## src/rtl/pwm_dac_tx_if.sv

```systemverilog
// Duty-sample handshake between an upstream sample source (master) and the PWM DAC (slave).
interface pwm_dac_tx_if #(parameter int W = 16);
  logic [W-1:0] Sample_val;
  logic         Sample_valid_strb;
  logic         Sample_ready;

  modport master (output Sample_val, output Sample_valid_strb, input Sample_ready);
  modport slave  (input Sample_val, input Sample_valid_strb, output Sample_ready);
endinterface

```

## src/rtl/pwm_dac_tx.sv

```systemverilog
// PWM DAC transmitter: double-buffered duty samples, applied only at period boundaries,
// with a stretched period-end strobe for pacing the sample source.
module pwm_dac_tx #(
  parameter int W             = 16,
  parameter int STROBE_CYCLES = 16
) (
  input  logic          clk,
  input  logic          reset,
  input  logic [W-1:0]  Period_counter_val,
  pwm_dac_tx_if.slave   smp,
  output logic          PWM_O,
  output logic          Period_end_strb,
  output logic          Overrun_flag,
  output logic          Underrun_flag
);

  localparam int SW = $clog2(STROBE_CYCLES + 1);
  localparam logic [W-1:0]  CNT_ZERO  = {W{1'b0}};
  localparam logic [W-1:0]  CNT_ONE   = {{(W-1){1'b0}}, 1'b1};
  localparam logic [SW-1:0] STRB_ZERO = {SW{1'b0}};
  localparam logic [SW-1:0] STRB_ONE  = {{(SW-1){1'b0}}, 1'b1};
  localparam logic [SW-1:0] STRB_LOAD = SW'(STROBE_CYCLES);

  logic [W-1:0]  cnt_r, p_lat_r, duty_act_r, pend_r;
  logic          pend_full_r, started_r, pwm_r, strb_r, ready_r, ovr_r, und_r;
  logic [SW-1:0] strb_cnt_r;

  logic          running_s, boundary_s, pwm_nxt_s;
  logic [W-1:0]  cnt_nxt_s, p_lat_nxt_s, duty_nxt_s, pend_nxt_s;
  logic          pend_full_nxt_s, ovr_set_s, und_set_s;
  logic [SW-1:0] strb_cnt_nxt_s;

  // Period counter, period latch, PWM compare and strobe stretch counter
  always_comb begin
    running_s      = (p_lat_r != CNT_ZERO);
    boundary_s     = running_s && (cnt_r == (p_lat_r - CNT_ONE));
    cnt_nxt_s      = CNT_ZERO;
    p_lat_nxt_s    = p_lat_r;
    strb_cnt_nxt_s = STRB_ZERO;
    if (!running_s || boundary_s) begin
      cnt_nxt_s   = CNT_ZERO;
      p_lat_nxt_s = Period_counter_val;
    end else begin
      cnt_nxt_s   = cnt_r + CNT_ONE;
      p_lat_nxt_s = p_lat_r;
    end
    if (boundary_s) begin
      strb_cnt_nxt_s = STRB_LOAD;
    end else if (strb_cnt_r != STRB_ZERO) begin
      strb_cnt_nxt_s = strb_cnt_r - STRB_ONE;
    end else begin
      strb_cnt_nxt_s = STRB_ZERO;
    end
    pwm_nxt_s = running_s && (cnt_r < duty_act_r);
  end

  // Double buffer: a strobe on a boundary bypasses or refills pending instead of overrunning
  always_comb begin
    duty_nxt_s      = duty_act_r;
    pend_nxt_s      = pend_r;
    pend_full_nxt_s = pend_full_r;
    ovr_set_s       = 1'b0;
    und_set_s       = 1'b0;
    if (boundary_s) begin
      if (pend_full_r) begin
        duty_nxt_s = pend_r;
        if (smp.Sample_valid_strb) begin
          pend_nxt_s      = smp.Sample_val;
          pend_full_nxt_s = 1'b1;
        end else begin
          pend_full_nxt_s = 1'b0;
        end
      end else if (smp.Sample_valid_strb) begin
        duty_nxt_s = smp.Sample_val;
      end else begin
        und_set_s = started_r;
      end
    end else if (smp.Sample_valid_strb) begin
      if (pend_full_r) begin
        ovr_set_s = 1'b1;
      end else begin
        pend_nxt_s      = smp.Sample_val;
        pend_full_nxt_s = 1'b1;
      end
    end else begin
      pend_full_nxt_s = pend_full_r;
    end
  end

  // State and registered outputs; reset discards active and pending samples
  always_ff @(posedge clk) begin
    if (reset) begin
      cnt_r       <= CNT_ZERO;
      p_lat_r     <= CNT_ZERO;
      duty_act_r  <= CNT_ZERO;
      pend_r      <= CNT_ZERO;
      pend_full_r <= 1'b0;
      started_r   <= 1'b0;
      pwm_r       <= 1'b0;
      strb_cnt_r  <= STRB_ZERO;
      strb_r      <= 1'b0;
      ready_r     <= 1'b1;
      ovr_r       <= 1'b0;
      und_r       <= 1'b0;
    end else begin
      cnt_r       <= cnt_nxt_s;
      p_lat_r     <= p_lat_nxt_s;
      duty_act_r  <= duty_nxt_s;
      pend_r      <= pend_nxt_s;
      pend_full_r <= pend_full_nxt_s;
      started_r   <= started_r | smp.Sample_valid_strb;
      pwm_r       <= pwm_nxt_s;
      strb_cnt_r  <= strb_cnt_nxt_s;
      strb_r      <= (strb_cnt_nxt_s != STRB_ZERO);
      ready_r     <= ~pend_full_nxt_s;
      ovr_r       <= ovr_r | ovr_set_s;
      und_r       <= und_r | und_set_s;
    end
  end

  assign PWM_O            = pwm_r;
  assign Period_end_strb  = strb_r;
  assign Overrun_flag     = ovr_r;
  assign Underrun_flag    = und_r;
  assign smp.Sample_ready = ready_r;

endmodule
```

## src/flat_wrapper.sv

```systemverilog
// flat-port wrapper written by rule: the top's interface ports become plain ports
module pwm_dac_tx_flat 
#(
  parameter int W             = 16,
  parameter int STROBE_CYCLES = 16
)
  (clk, reset, Period_counter_val, PWM_O, Period_end_strb, Overrun_flag, Underrun_flag, smp_Sample_val, smp_Sample_valid_strb, smp_Sample_ready);
  pwm_dac_tx_if #(.W(W)) smp_i ();
  input  logic clk;
  input  logic reset;
  input  logic [W-1:0] Period_counter_val;
  output logic PWM_O;
  output logic Period_end_strb;
  output logic Overrun_flag;
  output logic Underrun_flag;
  input wire logic [$bits(smp_i.Sample_val)-1:0] smp_Sample_val;
  input wire logic [$bits(smp_i.Sample_valid_strb)-1:0] smp_Sample_valid_strb;
  output wire logic [$bits(smp_i.Sample_ready)-1:0] smp_Sample_ready;
  assign smp_i.Sample_val = smp_Sample_val;
  assign smp_i.Sample_valid_strb = smp_Sample_valid_strb;
  assign smp_Sample_ready = smp_i.Sample_ready;
  pwm_dac_tx #(.W(W), .STROBE_CYCLES(STROBE_CYCLES)) u_core (.clk(clk), .reset(reset), .Period_counter_val(Period_counter_val), .smp(smp_i), .PWM_O(PWM_O), .Period_end_strb(Period_end_strb), .Overrun_flag(Overrun_flag), .Underrun_flag(Underrun_flag));
endmodule
```

## config.mk

```make
export PLATFORM = sky130hd
export DESIGN_NAME = pwm_dac_tx_flat
export DESIGN_NICKNAME = d
export VERILOG_FILES = /design/src/rtl/pwm_dac_tx_if.sv /design/src/rtl/pwm_dac_tx.sv /design/src/flat_wrapper.sv
export SDC_FILE = /design/constraint.sdc
export NUM_CORES = 1
export LEC_CHECK = 0
export ABC_AREA = 1
export CAP_MARGIN = 10
export CELL_PAD_IN_SITES_DETAIL_PLACEMENT = 0
export CELL_PAD_IN_SITES_GLOBAL_PLACEMENT = 1
export CORE_MARGIN = 3
export CORE_UTILIZATION = 45
export DETAILED_ROUTE_END_ITERATION = 12
export PLACE_DENSITY_LB_ADDON = 0.1
export REMOVE_ABC_BUFFERS = 1
export SLEW_MARGIN = 15
export SYNTH_ARGS = -nofsm -noshare
export SYNTH_HDL_FRONTEND = slang
export SYNTH_SLANG_ARGS = --single-unit
```

## constraint.sdc

```tcl
create_clock -name clk -period 4.5 [get_ports clk]
set_input_delay 0.9 -clock clk [delete_from_list [all_inputs] [get_ports clk]]
set_output_delay 0.9 -clock clk [all_outputs]
set_load 0.01 [all_outputs]
```

**After elaboration in Yosys (flattened, before gate mapping)**

Index checks and enable logic that the tools add are counted.

- Order comparisons: 1
- Add/sub/neg operators: 3
- Shift-type cells: 0
- Mux-type cells: 18
- Reduce and logical (&&, ||, !) cells: 12
- Div/mod/pow operators: 0
- Eq/ne operators: 4
- $mul: 0
- Bitwise gates (word level): 4

Operators with widths:

| kind | number |
|---|---|
| $mux 16 | 6 |
| $add 16x1->16 const B | 1 |
| $eq 16x16->1 | 1 |
| $lt 16x16->1 | 1 |
| $reduce_bool 16->1 | 1 |
| $sub 16x1->16 const B | 1 |
| $mux 1 | 10 |
| $mux 5 | 2 |
| $reduce_bool 5->1 | 2 |
| $sub 5x1->5 const B | 1 |
| $ne 2x2->1 const B | 2 |
| $reduce_and 4->1 | 1 |
| $reduce_bool 2->1 | 2 |
| $or 1x1->1 | 3 |
| $logic_and 1x1->1 | 2 |
| $ne 2x1->1 const B | 1 |
| $reduce_and 2->1 | 1 |
| $reduce_or 2->1 | 1 |
| $logic_not 1->1 | 1 |
| $logic_or 1x1->1 | 1 |
| $not 1->1 | 1 |

- Output and inout port bits: 5
- Bits in read-only memories: 0
- Register bits after elaboration: 76
- Logic and storage cells: 54
- RAM bits: 0
- Bits in latches: 0
- Bits of input ports: 35
- Memories kept: 0

**Logic depth before layout (Yosys ltp)**

Gate-level depths: netlist of the first run.

- Depth in word-level cells: 5
- Mapped depth: 19
- Depth with buffers taken out: 18

**Worst setup path before layout of the first run**

Ideal clock, no wire load.

- Path type: register to register
- From: register u_core.p_lat_r[0]
- To: register u_core.pend_r[0]
- Path slack: 2.383 ns
- Period minus slack after synthesis: 2.117 ns
- Required time: 4.390 ns
- Buffers on the path: 1
- Library setup time: 0.110 ns
- Arrival time: 2.007 ns
- Cell stages (with the launch flop): 17
- Cell sequence: dfxtp_1 > inv_1 > ha_1 > nand2_2 > nor2_8 > nand2_4 > o21bai_4 > nand2_1 > nor2_1 > nand2_2 > nor2_4 > nand4_1 > nand3_4 > buf_6 > nand2_2 > inv_2 > nor2_2

- Longest elaborated chain between the ends: 5
- Elaborated cells between the ends (all ways): 9
- Those cells by class: add/sub: 1; eq/ne: 3; mux: 1; reduce/logical: 4

Ends and longest elaborated chain:

| item | line | text |
|---|---|---|
| start: declaration | pwm_dac_tx.sv:24 | `logic [W-1:0] cnt_r, p_lat_r, duty_act_r, pend_r;` |
| start signal: assignment | pwm_dac_tx.sv:107 | `p_lat_r <= p_lat_nxt_s;` |
| $sub 16x1->16 | pwm_dac_tx.sv:36 | `boundary_s = running_s && (cnt_r == (p_lat_r - CNT_ONE));` |
| $eq 16x16->1 | pwm_dac_tx.sv:36 |  |
| $logic_and 1x1->1 (*) | pwm_dac_tx.sv:36 |  |
| $ne 2x1->1 (no source line), or another cell as far along | -- |  |
| $reduce_and 4->1 (no source line) | -- |  |
| end signal: assignment | pwm_dac_tx.sv:109 | `pend_r <= pend_nxt_s;` |
| end: declaration | pwm_dac_tx.sv:24 |  |

Mark *: on every way between the ends. The rest lies on a longest branch, timed or not.
A chain may end at the register's enable or synchronous reset.

**Worst setup path after layout of the first run**

- From: register u_core.p_lat_r[0]
- To: register u_core.cnt_r[11]

- Longest elaborated chain between the ends: 5
- Elaborated cells between the ends (all ways): 7
- Those cells by class: add/sub: 1; eq/ne: 1; reduce/logical: 5

Ends and longest elaborated chain:

| item | line | text |
|---|---|---|
| $sub 16x1->16 | pwm_dac_tx.sv:36 |  |
| $eq 16x16->1 | pwm_dac_tx.sv:36 |  |
| $logic_and 1x1->1 | pwm_dac_tx.sv:36 |  |
| $logic_or 1x1->1 (*) | pwm_dac_tx.sv:40 | `if (!running_s \|\| boundary_s) begin` |
| $reduce_or 2->1 (no source line) (*) | -- |  |
| end signal: assignment | pwm_dac_tx.sv:106 | `cnt_r <= cnt_nxt_s;` |
| end: declaration | pwm_dac_tx.sv:24 |  |

Marked as above.

==> results of run 1 <==
-- layer usage --
layer / up-vias / GRT usage / share of wire
li1: 2202 / - / -
met1: 1872 / 0.255 / 0.50
met2: 42 / 0.309 / 0.46
met3: 11 / 0.0307 / 0.030
met4: 0 / 0.0630 / 0.015
met5: - / 0 / 0
-- cell families after synthesis --
family | count (synthesis) | synth area share
compound gates | 100 | 0.118
buf+inv | 142 | 0.123
xor+xnor | 20 | 0.0383
flops | 76 | 0.333
fa+ha+maj | 19 | 0.0520
simple gates | 327 | 0.335
-- critical path: stages, from the launching register on --
cell and delay (ns):
dfxtp_1 0.33, inv_1 0.09, ha_1 0.25, nand2_2 0.13, nor2_8 0.18, nand2_4 0.08, nor2_1 0.13, nand2_1 0.09
nand2_1 0.10, nor2_1 0.06, nand2_2 0.07, nor2_4 0.06, nand2_2 0.29, nand3_1 0.55, a211oi_1 0.36
-- final cells by class --
type,count,area [um2],area share
multi-input combinational,466,2480,0.478
sequential,76,1520,0.293
inverter,119,447,0.0859
timing repair buffer,43,420,0.0809
tap,133,166,0.0320
clock buffer,11,131,0.0253
clock inverter,5,28.8,0.00554
-- through the flow --
stage,worst slack (ns),cells
after floorplan,2.11,661
after global placement,1.50,837
after detailed placement,1.44,837
after CTS,1.60,853
after global routing,1.15,853
final,1.62,853
-- cells in the mapped netlist, types with 2 or more instances --
| cell type | n |
|---|---|
| nor2_8 | 2 |
| inv_2 | 6 |
| nor3b_1 | 4 |
| dfxtp_1 | 76 |
| nand4_1 | 7 |
| o211ai_1 | 3 |
| ha_1 | 19 |
| nand3_4 | 2 |
| nor3_2 | 2 |
| nor4_1 | 4 |
| nand2_2 | 18 |
| nand3_1 | 41 |
| a21oi_1 | 37 |
| inv_1 | 112 |
| o31ai_1 | 2 |
| clkbuf_1 | 15 |
| buf_2 | 3 |
| xor2_1 | 8 |
| nand3b_1 | 5 |
| nor3_1 | 8 |
| nand2_1 | 132 |
| xnor2_1 | 12 |
| buf_6 | 3 |
| nor2_2 | 9 |
| nor2_1 | 87 |
| nor2_4 | 3 |
| o21ai_0 | 41 |
| o21ai_1 | 11 |
-- worst paths after layout --
path                                   start                         endpoint  depth (start not counted)
max           u_core.p_lat_r[0]$_SDFFE_PP0P_      u_core.cnt_r[11]$_SDFF_PP0_                         14
min          u_core.strb_cnt_r[0]$_SDFF_PP0_  u_core.strb_cnt_r[0]$_SDFF_PP0_                          1
min reg2reg  u_core.strb_cnt_r[0]$_SDFF_PP0_  u_core.strb_cnt_r[0]$_SDFF_PP0_                          1
max reg2reg   u_core.p_lat_r[0]$_SDFFE_PP0P_      u_core.cnt_r[11]$_SDFF_PP0_                         14
-- report_power, final --
group	switching [W]	internal (W)	total [W]	leakage, nW
Combinational	0.000670	0.000396	0.00107	1.68
Sequential	0.0000699	0.000753	0.000822	0.621
Clock	0.000258	0.000198	0.000456	0.0868
Total	0.000997	0.00135	0.00234	2.39
-- registers in the layout, summed over array words and instances (netlist names), 5 cells and up --
name	count
u_core.cnt_r	16
u_core.duty_act_r	16
u_core.p_lat_r	16
u_core.pend_r	16
u_core.strb_cnt_r	5
==> flow_summary.yaml, run 1 <==
finish:
  post-route-util: 0.529
  num_antenna_cells: 0
  final_cell_mix: "nand2_1, inv_1, nor2_1"
  nNetsFinal: 769
  final.fill_count: 1020
  syn_to_final_growth_pct: 13.8
  finalInstanceArea_mm2: 0.00520
  drive_gt1_frac: 0.0889
  final_common_cell: "nand2_1"
sta:
  fmax_mhz: 347
  worstMarginPinSlew_ns: 0.645
  fin_skew_ns: 0.0105
  slew_headroom: 0.569
  final-hold-violation-count: 0
  whs_ns: 0.444
  rsz0062_at_grt: "no"
  slew_violations: 0
  fin_setup_tns_ns: 0
  post-route-period-util: 0.640
  setup_viol: 0
  period_needed_ns: 2.88
routing:
  first_pass_iters: 4
  wirelength_um: 10000
  drtAntennaViolNets: 0
  wire_per_inst_um: 11.8
  drt_iter0_drc: 133
  routed_via_density: 4.84
  vias: 4127
  route.detailed.drc: 0
floorplan:
  initial_core_util: 0.465
  die_w_um: 107
  die_area_mm2: 0.0114
  dieHeight_um: 107
  core_mm2: 0.00982
  fp-row-count: 36
  num_io_pins: 40
synthesis:
  synth-main-ff-cell: "dfxtp_1"
  ys_seq_area_frac: 0.333
  yosys.area.top_type: "dfxtp_1"
  syn_area_per_cell_um2: 6.68
  ys_ff_latch: 76
  ys_warn_count: 0
  synth_top_area_share: 0.333
  synth-edff-count: 0
  async_reset_ff_frac: 0
  syn_area_mm2: 0.00457
  ys_top_cells_by_area: "dfxtp_1, nand2_1, inv_1"
  netlist_instances: 684
  synth_cell_types: 40
power_and_ir_drop:
  leakagePower_nw: 2.39
  vdd_drop_max_uv: 211
  p_per_area_mw_per_mm2: 451
  finalPower_w: 0.00234
clock_tree:
  tritoncts: "built"
  clockBufferDepth: 2
  post_cts_buffers: 0
  numCtsBuffers: 9
  htreeDepth: 3
  clock-root-buffer: "clkbuf_8"
  clkTransAtPathRegs_ns: 0.09
  clock_sinks: 76
  holdBufCountCts: 0
  insertion_delay_ns: 0.36
  cts-resized-gates: 0
critical_path:
  path_max_fanout: 18
  cp.required_ns: 4.75
  critical_path_arrival_ns: 3.13
  r2r_slack_ns: 1.62
  critPathCaptureType: "flop"
  critPathLaunchType: "flop"
  critical_path_class: "reg2reg"
flow_run:
  maxCapViolCount: 0
grt:
  grt_pass1_wl_um: 17700
  grt_antenna_before_repair: 0
  grt_pass1_vias: 3865
  grtUsageTotal: 0.189
  overflow: 0
  grt_max_degree: 54
placement:
  hpwl_um: 7280
  placedInstanceArea_mm2: 0.00504
  gp_congestion: 0.786
  portBuffers: 39
worst_hold_path:
  hold_path.class: "reg2reg"
outcome:
  status: "finished, final reports clean"
(Power assumes the default switching activity.)
==> inputs of run 2 (changes only) <==
- CORE_UTILIZATION: 45 -> 42
- clock period: 4.5 -> 2.9 ns (I/O delays scaled with it)
==> flow_summary.yaml, run 2 (synthesized netlist as in run 1, its figures left out) <==
placement:
  portBuffers: 39
  hpwl_um: 7850
  gp_congestion: 0.857
outcome:
  status: "finished, final reports clean"
routing:
  wire_per_inst_um: 12.2
  drt_iter0_drc: 191
  routed_via_density: 4.82
  route.detailed.drc: 0
  wirelength_um: 10500
  vias: 4141
  drtAntennaViolNets: 0
  first_pass_iters: 4
sta:
  setup_viol: 0
  fmax_mhz: 399
  period_needed_ns: 2.51
  slew_violations: 0
  worstMarginPinSlew_ns: 0.514
  slew_headroom: 0.657
  rsz0062_at_grt: "no"
  post-route-period-util: 0.865
  final-hold-violation-count: 0
  fin_setup_tns_ns: 0
  fin_skew_ns: 0.0117
grt:
  grt_pass1_vias: 3740
  grt_max_degree: 53
  grtUsageTotal: 0.184
  grt_antenna_before_repair: 0
  overflow: 0
  grt_pass1_wl_um: 17600
clock_tree:
  numCtsBuffers: 9
  holdBufCountCts: 0
  clockBufferDepth: 2
  clkTransAtPathRegs_ns: 0.09
  htreeDepth: 3
  insertion_delay_ns: 0.36
  tritoncts: "built"
  clock_sinks: 76
  clock-root-buffer: "clkbuf_8"
worst_hold_path:
  holdPathStages: 1
  hold_path.class: "reg2reg"
  hold_path_startpoint: "u_core.strb_cnt_r[0]$_SDFF_PP0_"
  whs_endpoint: "u_core.strb_cnt_r[0]$_SDFF_PP0_"
critical_path:
  crit_path_start: "u_core.p_lat_r[0]$_SDFFE_PP0P_"
  critical_path_class: "reg2reg"
  critPathLaunchType: "flop"
  path_max_fanout: 18
  regToRegStartpoint: "u_core.p_lat_r[0]$_SDFFE_PP0P_"
  critical_path_arrival_ns: 2.75
  cp.required_ns: 3.14
  reg2regPathDepth: 15
  critPathCaptureType: "flop"
  r2r_slack_ns: 0.39
  r2r_end: "u_core.cnt_r[4]$_SDFF_PP0_"
floorplan:
  fp-row-count: 37
  initial_core_util: 0.437
  num_io_pins: 40
  core_mm2: 0.0105
  die_area_mm2: 0.0122
  dieHeight_um: 110
  die_w_um: 110
finish:
  final.fill_count: 1077
  num_antenna_cells: 0
  nNetsFinal: 772
  final_cell_mix: "nand2_1, inv_1, nor2_1"
  seq_area_mm2: 0.00152
  syn_to_final_growth_pct: 16.1
  multi_input_area_mm2: 0.00249
  drive_gt1_frac: 0.0954
  final_common_cell: "nand2_1"
power_and_ir_drop:
  p_per_area_mw_per_mm2: 732
  finalPower_w: 0.00388
  leakagePower_nw: 2.43
  vdd_drop_max_uv: 467
flow_run:
  maxCapViolCount: 0
==> run 2: routing by layer <==
metal / routed length, um / part of all wire / global-route usage
met1: 5160 / 0.49 / 0.250
met5: 0 / 0 / 0
met3: 361 / 0.034 / 0.0349
met2: 4870 / 0.46 / 0.303
met4: 106 / 0.010 / 0.0422
==> run 2: how the worst max path moves through the flow <==
stage	cells past startpoint	to
after floorplan	15	u_core.duty_act_r[1]$_SDFFE_PP0P_
after global placement	15	u_core.p_lat_r[0]$_SDFFE_PP0P_
after detailed placement	14	u_core.p_lat_r[13]$_SDFFE_PP0P_
after CTS	14	u_core.p_lat_r[13]$_SDFFE_PP0P_
after global routing	14	u_core.cnt_r[3]$_SDFF_PP0_
final	15	u_core.cnt_r[4]$_SDFF_PP0_
==> run 2: final cells by class <==
type | instances | area share
Tap cell | 136 | 0.0321
Inverter | 119 | 0.0842
Sequential cell | 76 | 0.287
Timing Repair Buffer | 46 | 0.0858
Multi-Input combinational cell | 466 | 0.469
Clock inverter | 7 | 0.0189
Clock buffer | 9 | 0.0233
==> run 2: worst max-delay path, stage by stage (launching register included) <==
cell and delay [ns]:
dfxtp_1 0.36, inv_1 0.07, ha_1 0.25, inv_1 0.07
nand2_1 0.06, nand3_1 0.08, nand2_1 0.06, nor3_1 0.20
nand3_1 0.11, nor2_1 0.13, nand2_2 0.08, nor2_4 0.16
nand2_2 0.28, nand3_1 0.16, buf_4 0.23, nor3b_1 0.07
==> run 2: power breakdown <==
part	internal, W	switching (W)	total (W)
Clock	0.000489	0.000441	0.000929
Combinational	0.000622	0.00105	0.00167
Sequential	0.00117	0.000114	0.00128
Total	0.00228	0.00160	0.00388
==> run 2: metrics by stage <==
| stage | std cells | utilization | setup WS (ns) | instance area, um2 | hold slack [ns] |
|---|---|---|---|---|---|
| floorplan | 661 | - | 0.566 | 4450 | 0.399 |
| global placement | 843 | 0.485 | 0.378 | 5080 | 0.410 |
| detailed placement | 843 | 0.485 | 0.349 | 5080 | 0.418 |
| CTS | 859 | 0.507 | 0.322 | 5300 | 0.432 |
| global route | 859 | 0.507 | 0.0803 | 5310 | 0.447 |
| finish | 859 | 0.507 | 0.392 | 5310 | 0.431 |
==> run 2: what timing repair did <==
action	4_1_cts	5_1_grt
setup endpoints to repair	0	3
gates resized for setup	0	1
setup buffers	0	0
